[src/rtl/fetch_decode_ctrl_pkg.sv]
// Shared CPU definitions: opcodes, ALU operation codes, control FSM states
// and default bus widths used by the fetch/decode/control stage.
package cpu_pkg;

    localparam int DEF_ADDR_W  = 4;
    localparam int DEF_INSTR_W = 8;

    // Instruction opcodes (IR[7:4]); 8..E are undefined
    localparam logic [3:0] OP_NOP  = 4'h0;
    localparam logic [3:0] OP_LDI  = 4'h1;
    localparam logic [3:0] OP_ADD  = 4'h2;
    localparam logic [3:0] OP_SUB  = 4'h3;
    localparam logic [3:0] OP_AND  = 4'h4;
    localparam logic [3:0] OP_JMP  = 4'h5;
    localparam logic [3:0] OP_JZ   = 4'h6;
    localparam logic [3:0] OP_WAIT = 4'h7;
    localparam logic [3:0] OP_HALT = 4'hF;

    // ALU operation codes driven to the accumulator datapath
    localparam logic [2:0] ALU_NONE = 3'd0;
    localparam logic [2:0] ALU_PASS = 3'd1;
    localparam logic [2:0] ALU_ADD  = 3'd2;
    localparam logic [2:0] ALU_SUB  = 3'd3;
    localparam logic [2:0] ALU_AND  = 3'd4;

    typedef enum logic [1:0] {
        ST_RUN    = 2'd0,
        ST_STALL  = 2'd1,
        ST_HALTED = 2'd2
    } state_e;

endpackage

[src/rtl/fetch_decode_ctrl_if.sv]
// Bundle of the PC, instruction-memory, ALU-control and status signals that
// connect the fetch/decode/control stage to the rest of the CPU.
interface fetch_decode_ctrl_if
    import cpu_pkg::*;
#(
    parameter int ADDR_W  = DEF_ADDR_W,
    parameter int INSTR_W = DEF_INSTR_W
);

    logic [ADDR_W-1:0]  pc_in;
    logic [ADDR_W-1:0]  imem_addr;
    logic [INSTR_W-1:0] imem_data;
    logic               zero_flag;
    logic               busy;
    logic               jump_flag;
    logic [ADDR_W-1:0]  jump_addr;
    logic [2:0]         alu_op;
    logic [3:0]         imm;
    logic               reg_we;
    logic               halted;
    logic               illegal_op;

    // CPU environment side: PC, ROM and ALU
    modport master (
        output pc_in, imem_data, zero_flag,
        input  imem_addr, busy, jump_flag, jump_addr, alu_op, imm,
               reg_we, halted, illegal_op
    );

    // Fetch/decode/control stage side
    modport slave (
        input  pc_in, imem_data, zero_flag,
        output imem_addr, busy, jump_flag, jump_addr, alu_op, imm,
               reg_we, halted, illegal_op
    );

endinterface

[src/rtl/fetch_decode_ctrl_instr_decode.sv]
// Pure combinational instruction decoder: maps the IR (and zero flag for JZ)
// to ALU controls and the control-flow class of the instruction.
module instr_decode
    import cpu_pkg::*;
#(
    parameter int INSTR_W = DEF_INSTR_W
) (
    input  logic [INSTR_W-1:0] i_ir,
    input  logic               i_zero_flag,
    output logic [2:0]         o_alu_op,
    output logic               o_reg_we,
    output logic               o_is_jump,
    output logic               o_is_wait,
    output logic               o_is_halt,
    output logic               o_illegal
);

    logic [3:0] w_opcode;
    logic [3:0] w_operand;

    assign w_opcode  = i_ir[7:4];
    assign w_operand = i_ir[3:0];

    // Decode the opcode; WAIT 0 and a not-taken JZ collapse to NOP
    always_comb begin
        o_alu_op  = ALU_NONE;
        o_reg_we  = 1'b0;
        o_is_jump = 1'b0;
        o_is_wait = 1'b0;
        o_is_halt = 1'b0;
        o_illegal = 1'b0;
        case (w_opcode)
            OP_NOP:  ;
            OP_LDI:  begin o_alu_op = ALU_PASS; o_reg_we = 1'b1; end
            OP_ADD:  begin o_alu_op = ALU_ADD;  o_reg_we = 1'b1; end
            OP_SUB:  begin o_alu_op = ALU_SUB;  o_reg_we = 1'b1; end
            OP_AND:  begin o_alu_op = ALU_AND;  o_reg_we = 1'b1; end
            OP_JMP:  o_is_jump = 1'b1;
            OP_JZ:   o_is_jump = i_zero_flag;
            OP_WAIT: o_is_wait = (w_operand != 4'd0);
            OP_HALT: o_is_halt = 1'b1;
            default: o_illegal = 1'b1;
        endcase
    end

endmodule

[src/rtl/fetch_decode_ctrl.sv]
// Fetch/decode/control stage: registers the fetched word into the IR,
// executes it one cycle later, and steers the PC via busy/jump_flag.
// A taken jump squashes the single wrong-path word already fetched.
module fetch_decode_ctrl
    import cpu_pkg::*;
#(
    parameter int ADDR_W  = DEF_ADDR_W,
    parameter int INSTR_W = DEF_INSTR_W
) (
    input  logic                clk,
    input  logic                rst,
    fetch_decode_ctrl_if.slave  bus
);

    state_e             r_state;
    state_e             w_stateNext;
    logic [INSTR_W-1:0] r_ir;
    logic               r_squash;
    logic               w_squashNext;
    logic [3:0]         r_cnt;
    logic [3:0]         w_cntNext;

    logic               w_busy;
    logic               w_jumpFlag;
    logic [2:0]         w_aluOp;
    logic               w_regWe;
    logic               w_halted;
    logic               w_illegal;

    logic [2:0]         w_decAluOp;
    logic               w_decRegWe;
    logic               w_decJump;
    logic               w_decWait;
    logic               w_decHalt;
    logic               w_decIllegal;

    instr_decode #(
        .INSTR_W (INSTR_W)
    ) u_decode (
        .i_ir        (r_ir),
        .i_zero_flag (bus.zero_flag),
        .o_alu_op    (w_decAluOp),
        .o_reg_we    (w_decRegWe),
        .o_is_jump   (w_decJump),
        .o_is_wait   (w_decWait),
        .o_is_halt   (w_decHalt),
        .o_illegal   (w_decIllegal)
    );

    // Next-state and output logic; decoded controls only reach the outputs
    // when the IR holds a live (non-squashed) instruction in RUN
    always_comb begin
        w_stateNext  = r_state;
        w_squashNext = r_squash;
        w_cntNext    = r_cnt;
        w_busy       = 1'b0;
        w_jumpFlag   = 1'b0;
        w_aluOp      = ALU_NONE;
        w_regWe      = 1'b0;
        w_halted     = 1'b0;
        w_illegal    = 1'b0;
        case (r_state)
            ST_RUN: begin
                if (r_squash) begin
                    w_squashNext = 1'b0;
                end else begin
                    w_aluOp    = w_decAluOp;
                    w_regWe    = w_decRegWe;
                    w_jumpFlag = w_decJump;
                    w_illegal  = w_decIllegal;
                    if (w_decJump) begin
                        w_squashNext = 1'b1;
                    end
                    if (w_decWait) begin
                        w_busy      = 1'b1;
                        w_cntNext   = r_ir[3:0] - 4'd1;
                        w_stateNext = ST_STALL;
                    end
                    if (w_decHalt) begin
                        w_busy      = 1'b1;
                        w_stateNext = ST_HALTED;
                    end
                end
            end
            ST_STALL: begin
                if (r_cnt != 4'd0) begin
                    w_busy    = 1'b1;
                    w_cntNext = r_cnt - 4'd1;
                end else begin
                    w_stateNext = ST_RUN;
                end
            end
            ST_HALTED: begin
                w_busy   = 1'b1;
                w_halted = 1'b1;
            end
            default: w_stateNext = ST_RUN;
        endcase
    end

    // State, squash and counter registers; the IR refills whenever the PC moves
    always_ff @(posedge clk) begin
        if (rst) begin
            r_state  <= ST_RUN;
            r_ir     <= '0;
            r_squash <= 1'b0;
            r_cnt    <= 4'd0;
        end else begin
            r_state  <= w_stateNext;
            r_squash <= w_squashNext;
            r_cnt    <= w_cntNext;
            if (!w_busy) begin
                r_ir <= bus.imem_data;
            end
        end
    end

    assign bus.imem_addr  = bus.pc_in;
    assign bus.busy       = w_busy;
    assign bus.jump_flag  = w_jumpFlag;
    assign bus.jump_addr  = w_jumpFlag ? ADDR_W'(r_ir[3:0]) : '0;
    assign bus.alu_op     = w_aluOp;
    assign bus.imm        = (w_aluOp != ALU_NONE) ? r_ir[3:0] : 4'd0;
    assign bus.reg_we     = w_regWe;
    assign bus.halted     = w_halted;
    assign bus.illegal_op = w_illegal;

endmodule

[src/flat_wrapper.sv]
// flat-port wrapper written by rule: the top's interface ports become plain ports
module fetch_decode_ctrl_flat import cpu_pkg::*;
#(
    parameter int ADDR_W  = DEF_ADDR_W,
    parameter int INSTR_W = DEF_INSTR_W
)
  (clk, rst, bus_pc_in, bus_imem_data, bus_zero_flag, bus_imem_addr, bus_busy, bus_jump_flag, bus_jump_addr, bus_alu_op, bus_imm, bus_reg_we, bus_halted, bus_illegal_op);
  fetch_decode_ctrl_if #(.ADDR_W(ADDR_W), .INSTR_W(INSTR_W)) bus_i ();
  input  logic clk;
  input  logic rst;
  input wire logic [$bits(bus_i.pc_in)-1:0] bus_pc_in;
  input wire logic [$bits(bus_i.imem_data)-1:0] bus_imem_data;
  input wire logic [$bits(bus_i.zero_flag)-1:0] bus_zero_flag;
  output wire logic [$bits(bus_i.imem_addr)-1:0] bus_imem_addr;
  output wire logic [$bits(bus_i.busy)-1:0] bus_busy;
  output wire logic [$bits(bus_i.jump_flag)-1:0] bus_jump_flag;
  output wire logic [$bits(bus_i.jump_addr)-1:0] bus_jump_addr;
  output wire logic [$bits(bus_i.alu_op)-1:0] bus_alu_op;
  output wire logic [$bits(bus_i.imm)-1:0] bus_imm;
  output wire logic [$bits(bus_i.reg_we)-1:0] bus_reg_we;
  output wire logic [$bits(bus_i.halted)-1:0] bus_halted;
  output wire logic [$bits(bus_i.illegal_op)-1:0] bus_illegal_op;
  assign bus_i.pc_in = bus_pc_in;
  assign bus_i.imem_data = bus_imem_data;
  assign bus_i.zero_flag = bus_zero_flag;
  assign bus_imem_addr = bus_i.imem_addr;
  assign bus_busy = bus_i.busy;
  assign bus_jump_flag = bus_i.jump_flag;
  assign bus_jump_addr = bus_i.jump_addr;
  assign bus_alu_op = bus_i.alu_op;
  assign bus_imm = bus_i.imm;
  assign bus_reg_we = bus_i.reg_we;
  assign bus_halted = bus_i.halted;
  assign bus_illegal_op = bus_i.illegal_op;
  fetch_decode_ctrl #(.ADDR_W(ADDR_W), .INSTR_W(INSTR_W)) u_core (.clk(clk), .rst(rst), .bus(bus_i));
endmodule
[config.mk]
export PLATFORM = sky130hd
export DESIGN_NAME = fetch_decode_ctrl_flat
export DESIGN_NICKNAME = d
export VERILOG_FILES = /design/src/rtl/fetch_decode_ctrl_pkg.sv /design/src/rtl/fetch_decode_ctrl_if.sv /design/src/rtl/fetch_decode_ctrl_instr_decode.sv /design/src/rtl/fetch_decode_ctrl.sv /design/src/flat_wrapper.sv
export SDC_FILE = /design/constraint.sdc
export NUM_CORES = 1
export LEC_CHECK = 0
export ABC_AREA = 1
export CORE_MARGIN = 4
export CORE_UTILIZATION = 40
export DETAILED_ROUTE_END_ITERATION = 16
export GPL_TIMING_DRIVEN = 0
export HOLD_SLACK_MARGIN = 0.15
export PLACE_DENSITY = 0.75
export RECOVER_POWER = 25
export SETUP_SLACK_MARGIN = 0.5
export SLEW_MARGIN = 20
export SYNTH_ARGS = -nofsm -noshare
export SYNTH_HDL_FRONTEND = slang
export SYNTH_SLANG_ARGS = --single-unit
[constraint.sdc]
create_clock -name clk -period 1.3 [get_ports clk]
set_input_delay 0.26 -clock clk [delete_from_list [all_inputs] [get_ports clk]]
set_output_delay 0.26 -clock clk [all_outputs]
set_load 0.05 [all_outputs]
==> results of run 1 <==
-- report_power, final --
group	switching, mW	total [mW]	internal (mW)
logic	0.304	0.519	0.215
clock network	0.177	0.291	0.115
registers	0.0332	0.502	0.469
total	0.514	1.31	0.799
-- worst max-delay path, cell delays in order, from the launching register on --
cell and delay, ns:
dfxtp_1 0.49, nor2_1 0.10, nand2_1 0.14, nand3_1 0.10, nand2_2 0.10, nand2_4 0.06, buf_6 0.13, nand2_4 0.05
buf_8 0.13
-- cells by family (layout without fill, tap and decap cells) --
| group | after synthesis | count (layout) |
|---|---|---|
| and+or+nand+nor | 92 | 92 |
| buffers and inverters | 36 | 108 |
| AOI/OAI and AO/OA | 17 | 17 |
| DFF | 15 | 15 |
| adders and majority gates | 1 | 1 |
| xor gates and xnor gates | 1 | 1 |
-- layout make-up --
cell class / count / area, sq um / area share (%)
multi-input cells: 111 / 807.0 / 38.53
repair buffers: 68 / 713.2 / 34.05
flip-flops and latches: 15 / 327.8 / 15.65
inverters: 29 / 120.1 / 5.735
plain buffers: 7 / 63.81 / 3.047
well taps: 28 / 35.03 / 1.673
clock buffers: 3 / 22.52 / 1.075
clock inverters: 1 / 5.005 / 0.2389
-- what timing repair did --
item | 4_1_cts | 5_1_grt
pin swaps | 19 | 15
gates cloned | 1 | 0
setup buffers | 29 | 8
hold endpoints to repair | 0 | 0
resized for setup | 192 | 31
setup endpoints to repair | 35 | 31
-- layer usage --
| layer | wire length, um | share of wire, % |
|---|---|---|
| met5 | 0 | 0 |
| met2 | 2324 | 45 |
| met3 | 594 | 12 |
| met1 | 1891 | 37 |
| met4 | 324 | 6.3 |
-- path summary, 6_finish.rpt --
check                                       start         endpoint  slack (ns)  depth (start not counted)
worst min-delay path              u_core.r_squash  u_core.r_squash        0.53                          2
worst max register to register  u_core.r_state[1]  u_core.r_cnt[2]       -0.38                         11
worst max-delay path               u_core.r_ir[3]         bus_busy       -0.57                          8
worst min register to register    u_core.r_squash  u_core.r_squash        0.53                          2
-- cell usage in the layout, fill, tap and decap left out, types with 2 or more instances in the layout --
cell type | netlist | routed
a21oi_1 | 13 | 2
a21oi_2 | 0 | 11
buf_4 | 4 | 22
buf_6 | 3 | 34
buf_8 | 0 | 7
clkbuf_4 | 0 | 3
clkdlybuf4s50_1 | 0 | 10
dfxtp_1 | 15 | 7
dfxtp_4 | 0 | 7
inv_1 | 29 | 21
inv_2 | 0 | 4
inv_4 | 0 | 3
nand2_1 | 35 | 23
nand2_2 | 2 | 7
nand2_4 | 1 | 8
nand3_1 | 14 | 12
nand3_2 | 1 | 3
nand4_1 | 4 | 4
nor2_1 | 32 | 14
nor2_2 | 1 | 3
nor2_4 | 1 | 17
-- state kept, by name (all words and copies together) (netlist names) --
signal           flops
u_core.r_squash      1
u_core.r_cnt         4
u_core.r_ir          8
u_core.r_state       2
==> impl_metrics.env, run 1 <==
export IMPL_synthArstFlopShare_pct=0
export IMPL_ant_nets=0
export IMPL_n_fill_cell=88
export IMPL_synth_most_common_cell="nand2_1"
export IMPL_synthFlopType="dfxtp_1"
export IMPL_required_ns=1.04
export IMPL_top_usage_layer="met2"
export IMPL_p_total_mw=1.312
export IMPL_antenna_found_initial=0
export IMPL_synthMuxAreaShare_pct=0
export IMPL_yosys_area_share_adder_pct=1.244
export IMPL_hold_violations=0
export IMPL_yosys_area_top_type="dfxtp_1"
export IMPL_wire_per_inst_um=19.60
export IMPL_viasPerCell=5.760
export IMPL_gr_usage_met1_pct=25.23
export IMPL_grt_use_met3_pct=2.227
export IMPL_area_growth_pct=108.2
export IMPL_met2_usage_pct=44.52
export IMPL_yosys_top_cells_count="nand2_1, nor2_1, inv_1, dfxtp_1, nand3_1"
export IMPL_die_w_um=58.15
export IMPL_core_sq_um=2297
export IMPL_via_count=1509
export IMPL_hold_class="flop to flop"
export IMPL_dpl_cell_area_sq_um=1474
export IMPL_synth_simple_area_share_pct=40.55
export IMPL_dieArea_sq_um=3381
export IMPL_layout_nets=251
export IMPL_crit_arrival_ns=1.61
export IMPL_diodes=0
export IMPL_ios=35
export IMPL_syn_num_nets=178
export IMPL_htreeDepth=1
export IMPL_vdd_drop_max_mv=0.5039
export IMPL_rsz0062_at_grt="yes"
export IMPL_cts_tree="built"
export IMPL_synth_seq_cells=15
export IMPL_start_util_pct=43.79
export IMPL_drc=2
export IMPL_groute_usage_overall_pct=23.41
export IMPL_dr_pass1_iters=11
export IMPL_clockBufferDepth=2
export IMPL_post_route_util_pct=91.18
export IMPL_grt_pass1_wl_um=6189
export IMPL_postCtsHoldBufs=0
export IMPL_placementRows=17
export IMPL_fmax_ghz=0.5337
export IMPL_gp_congestion=0.8658
export IMPL_synth_compound_area_share_pct=10.32
export IMPL_cts_buffers=3
export IMPL_synthCells=162
export IMPL_crit_fanout=4
export IMPL_grt_max_degree=11
export IMPL_drive_above_1_share_pct=58.97
export IMPL_synthXorXnorAreaFrac_pct=0.8706
export IMPL_fin_setup_tns_ns=-10.64
export IMPL_postLayoutCellArea_sq_um=2095
export IMPL_postRouteWirelength_um=5135
export IMPL_io_buffers=30
export IMPL_synth_top_area_share_pct=29.85
export IMPL_layout_setup_ws_ns=-0.5739
export IMPL_avgSynthCellArea_sq_um=6.210
export IMPL_timing_setup_critical_path_class="flop to primary output"
export IMPL_seq_area_frac_synth_pct=29.85
export IMPL_clock_sinks=15
export IMPL_clkTransAtPathRegs_ns=0.11
export IMPL_root_buffer="clkbuf_4"
export IMPL_crit_path_end_kind="primary output"
export IMPL_violations="DRC, setup timing"
export IMPL_overflow=0
export IMPL_synth_area_sq_um=1006
export IMPL_dpl_cell_count=220
export IMPL_status="finished, violations left"
export IMPL_drt_initial_drc_count=118
export IMPL_layout_min_cycle_time_ns=1.874
export IMPL_relSlewSlack_pct=60.81
export IMPL_synth_top_family_by_area="simple AND/OR/NAND/NOR gates"
export IMPL_clk_latency_ns=0.30
export IMPL_synth_enable_flop_cells=0
export IMPL_pre_cts_slack_ns=-1.174
export IMPL_skew_ns=0.01408
export IMPL_setup_violations=31
export IMPL_fin_cells=262
export IMPL_place_hpwl_um=2042
export IMPL_worst_pin_slew_ns=0.5903
export IMPL_finalCritPeriodShare_pct=144.1
export IMPL_maxSlewViolCount=0
export IMPL_die_height_um=58.15
export IMPL_leakage_nw=0.9883
export IMPL_netlist_top_cells_area="dfxtp_1, nand2_1, nor2_1"
export IMPL_maxCapViolCount=0
export IMPL_start_kind="flop"
export IMPL_hold_slack_ns=0.5274
export IMPL_power_density_nw_per_um2=626.5
export IMPL_synth_cell_type_count=21
export IMPL_first_global_vias=1435
export IMPL_yosys_warnings=0
No activity file was read; power rests on OpenSTA's default activity.
==> run 2, diff against run 1 <==
- CORE_MARGIN: 4 -> 8
==> impl_metrics.env, run 2 (synthesis results as in run 1) <==
export IMPL_postRouteWirelength_um=4037
export IMPL_rsz0062_at_grt="yes"
export IMPL_hold_class="flop to flop"
export IMPL_top_regs="u_core.r_ir: 8 flops, u_core.r_cnt: 4 flops, u_core.r_state: 2 flops"
export IMPL_dpl_cell_count=222
export IMPL_io_buffers=30
export IMPL_mostFrequentLayoutCell="buf_4"
export IMPL_ant_nets=0
export IMPL_crit_chain="nor2_4 > nand2_4 > inv_1 > nand4_1 > buf_6 > nor2_2 > buf_6"
export IMPL_fin_setup_tns_ns=-7.461
export IMPL_core_sq_um=2432
export IMPL_via_count=1339
export IMPL_status="finished, violations left"
export IMPL_worst_pin_slew_ns=0.5910
export IMPL_layout_nets=243
export IMPL_clock_sinks=15
export IMPL_layout_common_cells="buf_4, nand2_1, inv_1"
export IMPL_postLayoutCellArea_sq_um=1974
export IMPL_layout_min_cycle_time_ns=1.812
export IMPL_wire_per_inst_um=15.77
export IMPL_clockBufferDepth=2
export IMPL_groute_usage_overall_pct=15.76
export IMPL_regArea_sq_um=327.8
export IMPL_hold_violations=0
export IMPL_multi_input_area_sq_um=782.0
export IMPL_maxSlewViolCount=0
export IMPL_die_w_um=66.15
export IMPL_vdd_drop_max_mv=0.6172
export IMPL_cts_tree="built"
export IMPL_clkTransAtPathRegs_ns=0.10
export IMPL_placementRows=18
export IMPL_setup_violations=27
export IMPL_gp_congestion=0.8411
export IMPL_die_height_um=66.15
export IMPL_fin_cells=256
export IMPL_layout_setup_ws_ns=-0.5119
export IMPL_clk_latency_ns=0.28
export IMPL_drc=0
export IMPL_place_hpwl_um=2224
export IMPL_maxCapViolCount=0
export IMPL_largest_reg_flops=8
export IMPL_fmax_ghz=0.5519
export IMPL_skew_ns=0.008052
export IMPL_dpl_cell_area_sq_um=1476
export IMPL_cp_common_cell="buf_6"
export IMPL_ios=35
export IMPL_start_kind="flop"
export IMPL_viasPerCell=5.230
export IMPL_violations="setup timing"
export IMPL_crit_path_max_incr_delay_ns=0.37
export IMPL_required_ns=1.04
export IMPL_dr_pass1_iters=4
export IMPL_timing_setup_critical_path_class="flop to primary output"
export IMPL_overflow=0
export IMPL_grt_max_degree=11
export IMPL_relSlewSlack_pct=60.77
export IMPL_crit_arrival_ns=1.55
export IMPL_diodes=0
export IMPL_htreeDepth=1
export IMPL_finalCritPeriodShare_pct=139.4
export IMPL_drt_initial_drc_count=89
export IMPL_n_fill_cell=140
export IMPL_critPathSlowestCell="dfxtp_4"
export IMPL_dieArea_sq_um=4376
export IMPL_first_global_vias=1255
export IMPL_crit_fanout=6
export IMPL_post_route_util_pct=81.17
export IMPL_p_total_mw=1.257
export IMPL_crit_path_end_kind="primary output"
export IMPL_start_util_pct=41.36
export IMPL_cts_buffers=3
export IMPL_leakage_nw=0.9404
export IMPL_antenna_found_initial=0
export IMPL_largest_register="u_core.r_ir"
export IMPL_root_buffer="clkbuf_4"
export IMPL_power_density_nw_per_um2=636.8
export IMPL_grt_pass1_wl_um=5540
export IMPL_drive_above_1_share_pct=56.64
export IMPL_area_growth_pct=96.27
## run 2: layout make-up
cell class	count	area share, %
buffer	7	3.422
clock buffer	3	1.141
clock inverter	1	0.2535
inverter	29	6.084
multi-input combinational	111	39.61
sequential	15	16.60
tap	30	1.901
timing repair buffer	60	30.99
## run 2: critical path: cells and delay by family, from the launching register on
family / cells / cell delay [ns]
buffers and inverters: 3 / 0.42
flip-flops: 1 / 0.37
AND/OR/NAND/NOR: 4 / 0.47
## run 2: power by group
part           leakage (nW)  internal, mW  switching [mW]
registers             0.129         0.472          0.0293
logic                 0.794         0.211           0.277
clock network        0.0177         0.114           0.155
## run 2: per-layer routing
metal,wire [um],part of all wire [%],track usage [%]
met5,0,0,0
met4,164,4.1,7.467
met3,352,8.7,3.051
met2,2025,50,30.16
met1,1495,37,15.69
## run 2: final timing paths
kind         slack, ns  cells after the start              start          endpoint
max              -0.51                      7  u_core.r_state[1]  bus_jump_addr[2]
min reg2reg       0.50                      2    u_core.r_cnt[2]   u_core.r_cnt[2]
min               0.50                      2    u_core.r_cnt[2]   u_core.r_cnt[2]
max reg2reg      -0.26                     10  u_core.r_state[0]   u_core.r_cnt[2]
## run 2: stage by stage
stage / hold WS (ns) / setup WS, ns
after floorplan: 0.3194 / -0.4682
after global placement: 0.4551 / -1.134
after detailed placement: 0.4543 / -1.172
after CTS: 0.4732 / -0.5154
after global routing: 0.5371 / -0.5903
final: 0.4964 / -0.5119
## run 2: timing repair
action / 4_1_cts / 5_1_grt
hold buffers: 0 / 0
setup buffers: 16 / 14
resized for setup: 171 / 32
endpoints found under the setup margin: 35 / 31
pin swaps: 15 / 15
